**src/rtl/slot_game_ctrl.sv**
```systemverilog
// slot_game_ctrl
// Slot machine game controller: coin credit, start/stop sequencing of the
// three reels, and payout evaluation. Every output is a register.
//
// state  | meaning
// S_IDLE | waiting for a start event, all reels frozen
// S_SPIN | all three reels spinning
// S_ST1  | reel 1 frozen, reels 2 and 3 spinning
// S_ST2  | reels 1 and 2 frozen, reel 3 spinning
// S_EVAL | all reels frozen, one cycle: sample reels and apply payout
// S_OVER | credit reached 99, left only by reset
module slot_game_ctrl #(
    parameter int INIT_COIN   = 74,
    parameter int BET         = 1,
    parameter int PAIR_PAY    = 2,
    parameter int JACKPOT_PAY = 10,
    parameter int AUTO_STOP   = 50_000_000
) (
    input  logic       CLK,
    input  logic       RST,
    input  logic       C_IN,
    input  logic       GAME_START,
    input  logic       STOP_BTN,
    input  logic [3:0] REEL1,
    input  logic [3:0] REEL2,
    input  logic [3:0] REEL3,
    output logic       STOP1,
    output logic       STOP2,
    output logic       STOP3,
    output logic [6:0] COIN,
    output logic [1:0] GAMESET,
    output logic [1:0] WIN
);

    typedef enum logic [2:0] {
        S_IDLE, S_SPIN, S_ST1, S_ST2, S_EVAL, S_OVER
    } state_t;

    localparam int              CNT_W     = $clog2(AUTO_STOP);
    localparam logic [CNT_W-1:0] AUTO_LAST = CNT_W'(AUTO_STOP - 1);
    localparam logic [6:0]      COIN_MAX  = 7'd99;

    state_t           state;
    logic             c_in_q;
    logic             start_q;
    logic             stop_q;
    logic [CNT_W-1:0] auto_cnt;

    logic       coin_ev;
    logic       start_ev;
    logic       btn_ev;
    logic       running;
    logic       auto_ev;
    logic       stop_ev;
    logic       start_ok;
    logic       coin_acc;
    logic       jackpot;
    logic       pair;
    logic [1:0] win_calc;
    logic [8:0] payout;
    logic [8:0] sum;
    logic [6:0] new_coin;
    logic       hit_max;

    // Edge events, stop sources, reel match and next credit value
    always_comb begin
        coin_ev  = C_IN & ~c_in_q;
        start_ev = GAME_START & ~start_q;
        btn_ev   = STOP_BTN & ~stop_q;
        running  = (state == S_SPIN) || (state == S_ST1) || (state == S_ST2);
        auto_ev  = running && (auto_cnt == AUTO_LAST);
        stop_ev  = running && (btn_ev || auto_ev);
        start_ok = (state == S_IDLE) && start_ev && ({25'd0, COIN} >= BET);
        coin_acc = coin_ev && (state != S_OVER);

        jackpot  = (REEL1 == REEL2) && (REEL2 == REEL3);
        pair     = !jackpot && ((REEL1 == REEL2) || (REEL1 == REEL3) || (REEL2 == REEL3));
        win_calc = jackpot ? 2'd2 : (pair ? 2'd1 : 2'd0);

        payout = 9'd0;
        if (state == S_EVAL) begin
            if (jackpot) begin
                payout = 9'(JACKPOT_PAY);
            end else if (pair) begin
                payout = 9'(PAIR_PAY);
            end
        end

        // 9-bit sum keeps coin + payout headroom before saturating at 99
        sum = {2'b00, COIN} + {8'd0, coin_acc} + payout;
        if (start_ok) begin
            sum = sum - 9'(BET);
        end
        new_coin = (sum > 9'd99) ? COIN_MAX : sum[6:0];
        hit_max  = coin_acc && (new_coin == COIN_MAX);
    end

    // Game FSM with registered outputs, credit register, input history and auto-stop timer
    always_ff @(posedge CLK) begin
        if (!RST) begin
            state    <= S_IDLE;
            COIN     <= 7'(INIT_COIN);
            GAMESET  <= 2'd0;
            STOP1    <= 1'b1;
            STOP2    <= 1'b1;
            STOP3    <= 1'b1;
            WIN      <= 2'd0;
            c_in_q   <= 1'b0;
            start_q  <= 1'b0;
            stop_q   <= 1'b0;
            auto_cnt <= '0;
        end else begin
            c_in_q  <= C_IN;
            start_q <= GAME_START;
            stop_q  <= STOP_BTN;
            COIN    <= new_coin;

            // counts idle cycles while spinning; any stop or state entry restarts it
            if (running && !stop_ev && !hit_max) begin
                auto_cnt <= auto_cnt + CNT_W'(1);
            end else begin
                auto_cnt <= '0;
            end

            case (state)
                S_IDLE: begin
                    if (hit_max) begin
                        state   <= S_OVER;
                        GAMESET <= 2'd2;
                    end else if (start_ok) begin
                        state   <= S_SPIN;
                        GAMESET <= 2'd1;
                        STOP1   <= 1'b0;
                        STOP2   <= 1'b0;
                        STOP3   <= 1'b0;
                        WIN     <= 2'd0;
                    end
                end
                S_SPIN, S_ST1, S_ST2: begin
                    // reaching 99 abandons the running game without payout
                    if (hit_max) begin
                        state   <= S_OVER;
                        GAMESET <= 2'd2;
                        STOP1   <= 1'b1;
                        STOP2   <= 1'b1;
                        STOP3   <= 1'b1;
                    end else if (stop_ev) begin
                        if (state == S_SPIN) begin
                            state <= S_ST1;
                            STOP1 <= 1'b1;
                        end else if (state == S_ST1) begin
                            state <= S_ST2;
                            STOP2 <= 1'b1;
                        end else begin
                            state <= S_EVAL;
                            STOP3 <= 1'b1;
                        end
                    end
                end
                S_EVAL: begin
                    WIN <= win_calc;
                    if (new_coin == COIN_MAX) begin
                        state   <= S_OVER;
                        GAMESET <= 2'd2;
                    end else begin
                        state   <= S_IDLE;
                        GAMESET <= 2'd0;
                    end
                end
                S_OVER: begin
                    state <= S_OVER;
                end
                default: begin
                    state   <= S_IDLE;
                    GAMESET <= 2'd0;
                    STOP1   <= 1'b1;
                    STOP2   <= 1'b1;
                    STOP3   <= 1'b1;
                end
            endcase
        end
    end

endmodule

```
**config.mk**
```make
export PLATFORM = sky130hd
export DESIGN_NAME = slot_game_ctrl
export DESIGN_NICKNAME = d
export VERILOG_FILES = /design/src/rtl/slot_game_ctrl.sv
export SDC_FILE = /design/constraint.sdc
export NUM_CORES = 1
export LEC_CHECK = 0
export ABC_AREA = 1
export BUFFER_PORTS_ARGS = -buffer_cell sky130_fd_sc_hd__buf_4
export CORE_MARGIN = 2
export CORE_UTILIZATION = 56
export DETAILED_ROUTE_END_ITERATION = 8
export HOLD_SLACK_MARGIN = 0.03
export PLACE_DENSITY = 0.86
export SLEW_MARGIN = 20
export SYNTH_ARGS = -nofsm -noshare
export SYNTH_HDL_FRONTEND = slang
export SYNTH_SLANG_ARGS = --single-unit
```
**constraint.sdc**
```tcl
create_clock -name CLK -period 4.6 [get_ports CLK]
set_input_delay 0.92 -clock CLK [delete_from_list [all_inputs] [get_ports CLK]]
set_output_delay 0.92 -clock CLK [all_outputs]
set_load 0.005 [all_outputs]
```
Word-level counts from Yosys, hierarchy flattened --
Cells that the tools add are included.
Storage, ports and cells: bits in registers 46, bits of input ports 17, output and inout bits 14
Operators by class: add/sub/neg operators 4, order comparisons 2, eq/ne operators 20, muxes and demuxes 39, bitwise logic cells 8, reduce and logical (&&, ||, !) cells 29
Operator list (number):
- adder 26 x 1 -> 26 bit, second input constant | 1
- equality test 26 bit, second input constant | 1
- two-way mux 3 bit | 7
- inequality test 3 bit, second input constant | 7
- two-way mux 2 bit | 8
- two-way mux 1 bit | 14
- equality test 4 bit | 3
- case mux 3 bit (4 select lines) | 1
- AND reduction 6 bit | 2
- logical AND 1 bit | 10
- adder 8 x 9 -> 9 bit | 1
- greater-than comparator 9 x 7 -> 1 bit, second input constant | 1
- two-way mux 9 bit | 1
- case mux 1 bit (3 select lines) | 3
- subtractor 9 x 1 -> 9 bit, second input constant | 1
- adder 7 x 1 -> 8 bit | 1
- two-way mux 4 bit | 2
- case mux 2 bit (4 select lines) | 1
- equality test 7 bit, second input constant | 1
- >= comparator 7 x 1 -> 1 bit, second input constant | 1
- two-way mux 7 bit | 1
- equality test 3 x 2 -> 1 bit, second input constant | 2
- equality test 3 bit, second input constant | 2
- inequality test 2 bit, second input constant | 3
- 13 further kinds | 27

Depth between registers and ports, before layout --
Gate-level depths: netlist (run 1).
word-level depth 17, mapped depth 27

Worst setup path before layout (run 1) --
OpenSTA, ideal clock, no wires.
kind input-to-reg, from input REEL1[0], to register STOP3, arrival time 3.409 ns, data required time 4.480 ns, slack 1.072 ns, cell stages on the path 23, buffers on the path 0, cells stage by stage xnor2_1 inv_1 nor3_1 inv_1 nand3_1 nand2_1 inv_1 fa_1 inv_1 ha_1 nand4_1 nor2_2 nand3_2 nand2_2 nand3_2 nand3_4 nand3_4 nand2_1 nand2_2 nor2_4 nand2_1 nand2_1 nand3_1
Between the ends: cells in the longest elaborated chain, start to end 16, elaborated cells between the ends (all ways) 24, those cells by class add/sub (2); order compare (1); eq/ne (7); mux (7); reduce/logical (7)
Ends and longest elaborated chain:
- start: declaration | line 24 | input logic [3:0] REEL1,
- equality test 4 bit (on tied branches) | line 76, 77
- logical AND 1 bit / logical OR 1 bit (equally long branches) | line 76, 77
- logical NOT 1 bit / logical OR 1 bit (equally long branches) | line 77 | pair = !jackpot && ((REEL1 == REEL2) || (REEL1 == REEL3) || (REEL2 == REEL3));
- logical AND 1 bit | line 77
- two-way mux 2 bit | line 84 | end else if (pair) begin
- two-way mux 4 bit * | line 82 | if (jackpot) begin
- two-way mux 4 bit * | line 81 | if (state == S_EVAL) begin
- adder 8 x 9 -> 9 bit * | line 90 | sum = {2'b00, COIN} + {8'd0, coin_acc} + payout;
- subtractor 9 x 1 -> 9 bit | line 92 | sum = sum - 9'(BET);
- two-way mux 9 bit * | line 91 | if (start_ok) begin
- greater-than comparator 9 x 7 -> 1 bit | line 94 | new_coin = (sum > 9'd99) ? COIN_MAX : sum[6:0];
- two-way mux 7 bit * | line 94
- equality test 7 bit * | line 95 | hit_max = coin_acc && (new_coin == COIN_MAX);
- logical AND 1 bit * | line 95
- inequality test 3 bit (no source line), or another cell as far along
- AND reduction 6 bit (no source line) / case mux 1 bit (3 select lines) (equally long branches)
- end signal: assignment | line 106 | STOP3 <= 1'b1;
- end signal: assignment | line 135 | STOP3 <= 1'b0;
- end signal: assignment | line 146 | STOP3 <= 1'b1;
- end: declaration | line 29 | output logic STOP3,
Mark *: on every way between the ends. The rest lies on a longest branch, timed or not. A chain may end at the register's enable or synchronous reset.

Final worst setup path (run 1) --
from input REEL1[0], to register auto_cnt[24]
Between the ends: cells in the longest elaborated chain, start to end 17, elaborated cells between the ends (all ways) 20, those cells by class add/sub (2); order compare (1); eq/ne (3); mux (5); reduce/logical (9)
Ends and longest elaborated chain:
- equality test 4 bit (on tied branches) | line 76, 77
- logical AND 1 bit / logical OR 1 bit (equally long branches) | line 76, 77
- logical NOT 1 bit / logical OR 1 bit (equally long branches) | line 77
- logical AND 1 bit | line 77
- two-way mux 2 bit | line 84
- two-way mux 4 bit * | line 82
- two-way mux 4 bit * | line 81
- adder 8 x 9 -> 9 bit * | line 90
- subtractor 9 x 1 -> 9 bit | line 92
- two-way mux 9 bit * | line 91
- greater-than comparator 9 x 7 -> 1 bit | line 94
- two-way mux 7 bit * | line 94
- equality test 7 bit * | line 95
- logical AND 1 bit * | line 95
- logical NOT 1 bit * | line 119 | if (running && !stop_ev && !hit_max) begin
- logical AND 1 bit * | line 119
- AND reduction 2 bit (no source line) *
- end signal: assignment | line 120 | auto_cnt <= auto_cnt + CNT_W'(1);
- end: declaration | line 47 | logic [CNT_W-1:0] auto_cnt;
Marks and branches as above.

==> impl_metrics.env, run 1 <==
export IMPL_outcome="finished clean"
export IMPL_synth_fp_nets=439
export IMPL_fin_crit_sh_pct=80.5
export IMPL_clkPwrFrac_pct=21.1
export IMPL_drc=0
export IMPL_tightest_slew_ns=0.385
export IMPL_first_pass_iters=4
export IMPL_finalSetupViolCount=0
export IMPL_cts_root_buffer="clkbuf_8"
export IMPL_cts_resized=0
export IMPL_yosysSeqAreaShare_pct=31.2
export IMPL_wl_mm=6.16
export IMPL_post_cts_buffers=0
export IMPL_avgSynthCellArea_um2=7.09
export IMPL_hp_class="flop to flop"
export IMPL_regArea_um2=921
export IMPL_setup_tns_ns=0
export IMPL_dp_cells=512
export IMPL_htreeDepth=2
export IMPL_path_delay_family="simple AND/OR/NAND/NOR gates"
export IMPL_fmax_mhz=270
export IMPL_synth_top_area_share_pct=31.2
export IMPL_hold_violations=0
export IMPL_worstPathCellList="buf_4 -> xnor2_1 -> inv_1 -> nor3_1 -> inv_1 -> nand3_1 -> nand2_1 -> inv_1 -> fa_1 -> inv_1 -> ha_1 -> nand4_1 -> nor2_2 -> nand2_1 -> nand2_2 -> nand2_2 -> nand3_2 -> nand3_4 -> nand3_4 -> nand3_4 -> nor3b_2"
export IMPL_synth_area_leader_cell="dfxtp_1"
export IMPL_antenna_found_initial=0
export IMPL_grt_overflow_total=0
export IMPL_vias=2704
export IMPL_syn_to_final_growth_pct=12.9
export IMPL_switching_share_pct=41.2
export IMPL_initial_core_util_pct=57.7
export IMPL_core_mm2=0.00511
export IMPL_clk_latency_ns=0.31
export IMPL_start_kind="input pin"
export IMPL_synth_edf_count=0
export IMPL_max_slew_margin_rel_pct=74.2
export IMPL_arrival_ns=3.93
export IMPL_grt_max_degree=27
export IMPL_ir_worst_vdd_v=0.000324
export IMPL_multiInputGateArea_mm2=0.00174
export IMPL_syn_area_mm2=0.00295
export IMPL_critical_path_slowest_cell="fa_1"
export IMPL_p_int_mw=0.852
export IMPL_synthCells=416
export IMPL_place_gp_congestion=0.923
export IMPL_cts_tree="built"
export IMPL_die_x_um=76.6
export IMPL_slew_violations=0
export IMPL_grt_pass1_vias=2638
export IMPL_num_nets_final=472
export IMPL_p_sw_mw=0.596
export IMPL_pwr_share_seq_pct=34.3
export IMPL_clk_pin_slew_ns=0.09
export IMPL_track_usage_pct=22.7
export IMPL_synth_seq_cells=46
export IMPL_path_class="input pin to flop"
export IMPL_cts_max_path_buffers=2
export IMPL_powerDensity_mw_per_mm2=435
export IMPL_drive_gt1_share_pct=21.3
export IMPL_cp_data_required_time_ns=4.83
export IMPL_final_cells=520
export IMPL_drt_first_iter_violations=148
export IMPL_dieArea_mm2=0.00586
export IMPL_io_buffer_count=30
export IMPL_crit_path_max_incr_delay_ns=0.46
export IMPL_cpMostUsedCell="inv_1"
export IMPL_combPwrFrac_pct=44.5
export IMPL_viasPerCell=5.20
export IMPL_cp_num_buf_inv=5
export IMPL_antenna_cells=0
export IMPL_synth_cell_type_count=39
export IMPL_cts_hold_buf=0
export IMPL_fillCellCount=434
export IMPL_synthFlopType="dfxtp_1"
export IMPL_dp_hpwl_mm=4.76
export IMPL_p_leak_nw=1.41
export IMPL_rsz0062_at_grt="false"
export IMPL_worst_setup_path_end_kind="flop"
export IMPL_clock_sinks=46
export IMPL_synthArstFlopShare_pct=0
export IMPL_ios=31
export IMPL_die_h_um=76.6
export IMPL_grt_pass1_wl_mm=11.0
export IMPL_cts_buffers=5
export IMPL_path_max_fanout=26
export IMPL_wl_per_cell_um=11.8
export IMPL_fp_row_count=26
export IMPL_cap_violations=0
export IMPL_fin_crit_ns=3.70
export IMPL_clock_skew_ns=0.00973
export IMPL_ant_nets=0
export IMPL_yosysWarnings=0
export IMPL_synth_area_top_cells="dfxtp_1, nand2_1, inv_1"
-- placed cells by master (no fill, tap or decap), drive strengths merged, types with 11 or more instances in the layout --
cell type / n
nor3: 16
inv: 67
buf: 30
nand3: 38
dfxtp: 46
xnor2: 12
nand2: 112
a21oi: 16
nor2: 56
nand4: 11
-- cells in the mapped netlist, types with 2 or more instances --
cell type and instances:
nor2_2 7, nand2_1 92, nand3_1 31, nor3_1 11
a21oi_1 14, o21ai_0 5, nand2_4 6, inv_1 62
xnor2_1 12, dfxtp_1 46, nor2_4 4, o211ai_1 2
nor3b_1 5, nand3b_1 2, nor4_1 2, ha_1 5
nor3b_2 3, buf_6 2, nand2_2 14, nand3_4 3
nor3_2 5, xor2_1 6, nand4_1 10, nand3_2 4
inv_2 5, nor2_1 45
-- power by group through the flow --
stage | sequential [mW] | combinational, mW | clock, mW
after floorplan | 0.500 | 0.479 | 0
after global placement | 0.504 | 0.610 | 0
after detailed placement | 0.506 | 0.634 | 0
after CTS | 0.497 | 0.641 | 0.310
after global routing | 0.504 | 0.721 | 0.323
final | 0.497 | 0.645 | 0.306
-- cell families after synthesis --
family / after synthesis / synth area share, %
AND/OR/NAND/NOR: 247 / 44.2
buffers and inverters: 71 / 9.93
flip-flops: 46 / 31.2
AO/OA/AOI/OAI: 27 / 5.98
XOR/XNOR: 19 / 5.90
adder cells (fa/ha/maj): 6 / 2.80
-- routing by layer --
layer	track usage, %	part of all wire, %	vias up
met4	10.7	2.2	0
met3	4.74	4.5	14
met5	0	0	-
li1	-	-	1382
met1	26.7	43	1239
met2	39.4	50	69
-- flip-flops by register name, indices dropped and copies added (netlist names) --
signal    flops
auto_cnt     26
COIN          7
state         3
GAMESET       2
WIN           2
STOP1         1
STOP2         1
STOP3         1
c_in_q        1
start_q       1
stop_q        1
-- area by class of cell --
| cell class | instances | share of cell area (%) |
|---|---|---|
| Multi-Input combinational cell | 299 | 52.1 |
| Inverter | 67 | 7.55 |
| Clock buffer | 6 | 2.18 |
| Clock inverter | 2 | 1.13 |
| Tap cell | 70 | 2.63 |
| Timing Repair Buffer | 30 | 6.76 |
| Sequential cell | 46 | 27.6 |
-- through the flow --
step | total power [mW] | utilization [%] | instance area [um^2] | hold slack (ns) | setup slack (ns)
final | 1.45 | 65.2 | 3330 | 0.462 | 0.896
after floorplan | 0.979 | - | 2950 | 0.430 | 1.07
after global placement | 1.11 | 63.1 | 3220 | 0.443 | 0.780
after detailed placement | 1.14 | 63.1 | 3220 | 0.448 | 0.593
after global routing | 1.55 | 65.2 | 3330 | 0.488 | 0.577
after CTS | 1.45 | 65.2 | 3330 | 0.468 | 0.901
-- worst paths after layout --
check,from,to,slack (ns),cells after the start
hold reg to reg,WIN[1]$_SDFFE_PN0P_,WIN[1]$_SDFFE_PN0P_,0.46,2
setup / recovery,REEL1[0],auto_cnt[24]$_SDFF_PN0_,0.90,21
setup reg to reg,state[2]$_SDFFE_PN0P_,auto_cnt[24]$_SDFF_PN0_,1.00,20
hold / removal,WIN[1]$_SDFFE_PN0P_,WIN[1]$_SDFFE_PN0P_,0.46,2
-- worst reg2reg max path, stage by stage, from the launching register on --
cell      delay [ns]
dfxtp_1         0.34
inv_1           0.14
nor2_1          0.17
nand2_1         0.12
nand3b_1        0.11
inv_1           0.11
ha_1            0.23
fa_1            0.44
nand2_1         0.11
nand2_2         0.10
nor3_1          0.32
nand2_1         0.11
nand2_1         0.09
nand2_1         0.08
nor2_2          0.08
nand2_1         0.07
nand3_2         0.10
nand3_4         0.09
nand3_4         0.14
nand3_4         0.30
nor3b_2         0.28
No activity file was read; power rests on OpenSTA's default activity.
==> run 2: changes to the inputs <==
Settings changed: ABC_AREA 1 to 0, PLACE_DENSITY 0.86 to 0.87.
Clock period 4.6 ns to 3.55 ns, I/O delays scaled along.
==> run 2 against run 1 <==
Compared with the run above: sequential share of layout area down 6.1 points; worst hold slack better by 0.054 ns; global-route usage increased by 13 points; largest power group unchanged; cell area increased by 28%; sequential power increased by 15%; wire length up 130%; the run now ends with negative setup slack left; combinational power shrank 4.3%.
==> impl_metrics.env, run 2 <==
export IMPL_slew_violations=0
export IMPL_path_max_fanout=4
export IMPL_vias=3595
export IMPL_syn_area_mm2=0.00279
export IMPL_reg_largest_list="auto_cnt (26), COIN (7), state (3)"
export IMPL_tightest_slew_ns=1.04
export IMPL_grt_pass1_vias=2888
export IMPL_ir_worst_vdd_v=0.000344
export IMPL_outcome="finished with violations"
export IMPL_yosysWarnings=0
export IMPL_ios=31
export IMPL_fin_crit_ns=4.17
export IMPL_regMostFlops="auto_cnt"
export IMPL_viasPerCell=7.70
export IMPL_clk_pin_slew_ns=0.11
export IMPL_hold_slack_ns=0.517
export IMPL_worst_setup_path_end_kind="flop"
export IMPL_die_h_um=74.5
export IMPL_largest_reg_flops=26
export IMPL_initial_core_util_pct=58.6
export IMPL_ant_nets=0
export IMPL_cap_violations=0
export IMPL_num_nets_final=422
export IMPL_dieArea_mm2=0.00556
export IMPL_grt_overflow_total=0
export IMPL_fin_ws_ns=-0.618
export IMPL_clk_latency_ns=0.33
export IMPL_io_buffer_count=30
export IMPL_layout_common_cells="buf_4, dfxtp_1, buf_6, xor2_1, nor2_1"
export IMPL_cts_tree="built"
export IMPL_synth_seq_cells=46
export IMPL_synth_cell_type_count=62
export IMPL_dp_hpwl_mm=5.43
export IMPL_cts_max_path_buffers=2
export IMPL_grt_max_degree=27
export IMPL_start_kind="input pin"
export IMPL_syn_to_final_growth_pct=53.5
export IMPL_drive_gt1_share_pct=47.5
export IMPL_cts_root_buffer="clkbuf_8"
export IMPL_netlist_top_cells_count="dfxtp_1, nor2_1, xor2_1, nand2_1, xnor2_1"
export IMPL_drt_first_iter_violations=658
export IMPL_drc=0
export IMPL_hp_class="flop to flop"
export IMPL_synth_fp_nets=340
export IMPL_wl_per_cell_um=30.7
export IMPL_path_class="input pin to flop"
export IMPL_design_area_mm2=0.00428
export IMPL_clock_skew_ns=0.0159
export IMPL_first_pass_iters=7
export IMPL_fp_row_count=25
export IMPL_fin_crit_sh_pct=117
export IMPL_track_usage_pct=35.8
export IMPL_antenna_found_initial=0
export IMPL_antenna_cells=0
export IMPL_htreeDepth=2
export IMPL_synth_edf_count=0
export IMPL_postPlaceCellArea_mm2=0.00343
export IMPL_synth_area_leader_cell="dfxtp_1"
export IMPL_grt_pass1_wl_mm=14.6
export IMPL_violations="negative setup slack"
export IMPL_powerDensity_mw_per_mm2=381
export IMPL_synthCells=317
export IMPL_fillCellCount=164
export IMPL_rsz0062_at_grt="true"
export IMPL_cp_data_required_time_ns=3.74
export IMPL_p_leak_nw=1.54
export IMPL_synth_top_area_share_pct=33.0
export IMPL_max_slew_margin_rel_pct=29.7
export IMPL_hold_violations=0
export IMPL_die_x_um=74.5
export IMPL_cts_buffers=5
export IMPL_synthArstFlopShare_pct=0
export IMPL_synthFlopType="dfxtp_1"
export IMPL_synth_area_top_cells="dfxtp_1, xor2_1, xnor2_1"
export IMPL_core_mm2=0.00475
export IMPL_clock_sinks=46
export IMPL_avgSynthCellArea_um2=8.79
export IMPL_place_gp_congestion=0.904
export IMPL_final_common_cell="buf_4"
export IMPL_arrival_ns=4.36
export IMPL_finalSetupViolCount=41
export IMPL_yosysSeqAreaShare_pct=33.0
export IMPL_yosysMostFrequentCell="dfxtp_1"
export IMPL_wl_mm=14.4
export IMPL_fmax_mhz=240
-- run 2: changes by cell type after synthesis, sizes merged, moves of 11 or more --
cell   before  now
inv        67   10
nor2       56   45
nand2     112   17
xor2        7   29
nand3      38   11
-- run 2: timing repair --
item                                    in CTS  in global routing
gates resized for setup                     38                 77
hold buffers                                 0                  0
pin swaps                                   12                  8
cloned                                       0                  2
setup buffers                               10                  6
endpoints found under the hold margin        0                  0
endpoints found under the setup margin      40                 41
-- run 2: through the flow --
stage          worst slack [ns]  total power, mW  utilization (%)  TNS (ns)  instances
6_report                 -0.618             1.63             90.0    -18.92        467
5_1_grt                  -0.899             1.64             90.0    -18.58        467
4_1_cts                  -0.247             1.39             79.5     -6.09        459
3_5_place_dp             -0.644            0.948             72.1    -22.97        442
2_1_floorplan            -0.477            0.797                -    -11.48        317
3_3_place_gp             -0.485            0.936             72.1    -16.76        442
-- run 2: power breakdown --
| part | internal (mW) | switching, mW | total [mW] |
|---|---|---|---|
| Clock | 0.212 | 0.228 | 0.440 |
| Combinational | 0.264 | 0.353 | 0.617 |
| Sequential | 0.541 | 0.0325 | 0.574 |
-- run 2: kinds of logic after synthesis --
family | count (synthesis) | synth area share [%]
DFF | 46 | 33.0
AOI/OAI and AO/OA | 54 | 15.3
adders and majority gates | 6 | 2.96
muxes | 1 | 0.404
xor gates and xnor gates | 46 | 14.5
and+or+nand+nor | 142 | 29.7
buffers and inverters | 22 | 4.13
-- run 2: path summary, 6_finish.rpt --
check                                       startpoint                      end  slack (ns)  cells after the start
worst min-delay path            auto_cnt[0]$_SDFF_PN0_   auto_cnt[0]$_SDFF_PN0_        0.52                      1
worst max register to register   state[1]$_SDFFE_PN0P_   auto_cnt[1]$_SDFF_PN0_       -0.53                     15
worst min register to register  auto_cnt[0]$_SDFF_PN0_   auto_cnt[0]$_SDFF_PN0_        0.52                      1
worst max-delay path                          REEL2[1]  GAMESET[1]$_SDFFE_PN0P_       -0.62                     16
-- run 2: critical path, stage by stage --
cell	delay, ns
buf_6	0.11
xor2_2	0.19
nor4_4	0.39
and2_4	0.22
and3_4	0.22
ha_4	0.16
buf_6	0.13
a21oi_1	0.10
nor3b_1	0.48
xnor2_2	0.18
nor3_2	0.38
o2bb2ai_4	0.15
buf_4	0.18
nand2_4	0.12
o211ai_1	0.17
a311oi_1	0.47
-- run 2: final cells by class --
cell class	instances	area, um^2	share of cell area (%)
multi-input combinational	249	2330	54.5
sequential	46	921	21.5
timing repair buffer	87	791	18.5
tap	67	83.8	1.96
clock buffer	5	68.8	1.61
clock inverter	3	43.8	1.02
inverter	10	37.5	0.877
-- run 2: metal layers --
metal / up-vias / GRT usage [%] / wire [um] / share of wire [%]
met5: - / 0 / 0 / 0
met4: 0 / 20.0 / 1720 / 12
met3: 204 / 7.86 / 2300 / 16
met2: 472 / 61.2 / 5890 / 41
met1: 1613 / 41.3 / 4450 / 31
li1: 1306 / - / - / -
==> run 3: changes to the inputs <==
Clock period 3.55 ns to 4.9 ns, I/O delays scaled along.
==> run 3 against run 2 <==
Compared with the run above: the flow now finishes without violations; wire length decreased by 58%; first-iteration DRC count down 84%; clock power decreased by 36%; cell area fell by 25%; worst hold slack got worse by 0.052 ns; final cell count shrank 10%; sequential power down 28%; non-clock buffer count is 49 lower; total power decreased by 45%; sequential share of layout area rose by 7.4 points; largest cell class unchanged.
==> impl_metrics.env, run 3 (synthesis results as in run 2) <==
export IMPL_rsz0062_at_grt="false"
export IMPL_critical_path_slowest_cell="or4_4"
export IMPL_clk_latency_ns=0.30
export IMPL_crit_path_max_incr_delay_ns=0.74
export IMPL_core_mm2=0.00475
export IMPL_regMostFlops="auto_cnt"
export IMPL_wl_per_cell_um=14.3
export IMPL_drc=0
export IMPL_slew_violations=0
export IMPL_clock_skew_ns=0.00670
export IMPL_r2r_start="state[1]$_SDFFE_PN0P_"
export IMPL_hold_start="auto_cnt[0]$_SDFF_PN0_"
export IMPL_ir_worst_vdd_v=0.000167
export IMPL_first_pass_iters=4
export IMPL_ios=31
export IMPL_reg_largest_list="auto_cnt (26), COIN (7), state (3)"
export IMPL_start_kind="input pin"
export IMPL_tightest_slew_ns=0.793
export IMPL_dp_hpwl_mm=4.49
export IMPL_io_buffer_count=30
export IMPL_dieArea_mm2=0.00556
export IMPL_path_max_fanout=26
export IMPL_design_area_mm2=0.00319
export IMPL_final_cells=418
export IMPL_die_h_um=74.5
export IMPL_hold_violations=0
export IMPL_clock_sinks=46
export IMPL_finalSetupViolCount=0
export IMPL_cp_data_required_time_ns=5.13
export IMPL_fp_row_count=25
export IMPL_outcome="finished clean"
export IMPL_fmax_mhz=221
export IMPL_ant_nets=0
export IMPL_post_cts_buffers=0
export IMPL_viasPerCell=5.83
export IMPL_grt_pass1_wl_mm=10.3
export IMPL_place_ws_ns=0.104
export IMPL_antenna_cells=0
export IMPL_cap_violations=0
export IMPL_cts_root_buffer="clkbuf_8"
export IMPL_die_x_um=74.5
export IMPL_powerDensity_mw_per_mm2=284
export IMPL_cts_buffers=5
export IMPL_antenna_found_initial=0
export IMPL_fin_crit_sh_pct=92.2
export IMPL_fin_crit_ns=4.52
export IMPL_wl_mm=5.98
export IMPL_grt_max_degree=27
export IMPL_hp_class="flop to flop"
export IMPL_grt_overflow_total=0
export IMPL_regArea_um2=921
export IMPL_cts_hold_buf=0
export IMPL_layout_common_cells="dfxtp_1, buf_4, nor2_1, xor2_1"
export IMPL_drive_gt1_share_pct=19.7
export IMPL_dp_cells=410
export IMPL_final_common_cell="dfxtp_1"
export IMPL_worst_setup_path_end_kind="flop"
export IMPL_power_mw=0.905
export IMPL_postPlaceCellArea_mm2=0.00308
export IMPL_cts_resized=0
export IMPL_fillCellCount=404
export IMPL_fin_ws_ns=0.381
export IMPL_initial_core_util_pct=58.6
export IMPL_crit_start="REEL2[1]"
export IMPL_clk_pin_slew_ns=0.08
export IMPL_path_class="input pin to flop"
export IMPL_max_slew_margin_rel_pct=46.4
export IMPL_p_leak_nw=1.16
export IMPL_cts_max_path_buffers=2
export IMPL_worstPathCellList="buf_4 -> xor2_1 -> nor4_1 -> and2_1 -> and3_1 -> ha_1 -> nor2b_1 -> a221oi_1 -> nor4bb_1 -> nor3_1 -> o2bb2ai_2 -> a21oi_2 -> or4_4 -> nor2_1"
export IMPL_setup_tns_ns=0
export IMPL_grt_pass1_vias=2372
export IMPL_syn_to_final_growth_pct=14.4
export IMPL_num_nets_final=373
export IMPL_multiInputGateArea_mm2=0.00175
export IMPL_track_usage_pct=23.9
export IMPL_vias=2435
export IMPL_arrival_ns=4.75
export IMPL_largest_reg_flops=26
export IMPL_hold_slack_ns=0.465
export IMPL_drt_first_iter_violations=106
export IMPL_place_gp_congestion=0.939
export IMPL_htreeDepth=2
export IMPL_cts_tree="built"
export IMPL_final_core_util_pct=67.1
==> run 3: changes by cell type in the layout (fill, tap and decap cells not counted), moves of 6 or more <==
cell    delta
nor2_1    +16
nor2_4     -6
buf_4     -25
nor2_2    -10
xor2_4     -7
xor2_1    +12
buf_6     -18
==> run 3: worst max-delay path, delay by kind of cell <==
family | cells | cell delay [ns]
and+or+nand+nor | 8 | 2.42
adders and majority gates | 1 | 0.30
buffers and inverters | 1 | 0.12
xor gates and xnor gates | 1 | 0.16
AOI/OAI and AO/OA | 3 | 0.74
==> run 3: area by class of cell <==
cell class / count / area share (%)
flip-flops and latches: 46 / 28.9
multi-input cells: 249 / 54.9
inverters: 10 / 1.18
well taps: 67 / 2.63
repair buffers: 38 / 8.95
clock buffers: 6 / 2.28
clock inverters: 2 / 1.18
==> run 3: report_power, final <==
part | switching (mW) | internal (mW) | total (mW)
Sequential | 0.0221 | 0.392 | 0.414
Clock | 0.129 | 0.152 | 0.281
Combinational | 0.113 | 0.0964 | 0.209
Total | 0.264 | 0.641 | 0.905
==> run 3: worst paths after layout <==
check | cells past startpoint | endpoint | slack [ns]
max reg2reg | 14 | auto_cnt[16]$_SDFF_PN0_ | 0.58
min reg2reg | 1 | auto_cnt[0]$_SDFF_PN0_ | 0.46
max | 14 | auto_cnt[16]$_SDFF_PN0_ | 0.38
min | 1 | auto_cnt[0]$_SDFF_PN0_ | 0.46
==> run 3: metal layers <==
metal | GRT usage (%) | routed length, um | share of wire [%]
met1 | 28.4 | 2570 | 43
met2 | 42.1 | 3050 | 51
met3 | 5.83 | 310 | 5.2
met4 | 8.13 | 44 | 0.74
met5 | 0 | 0 | 0
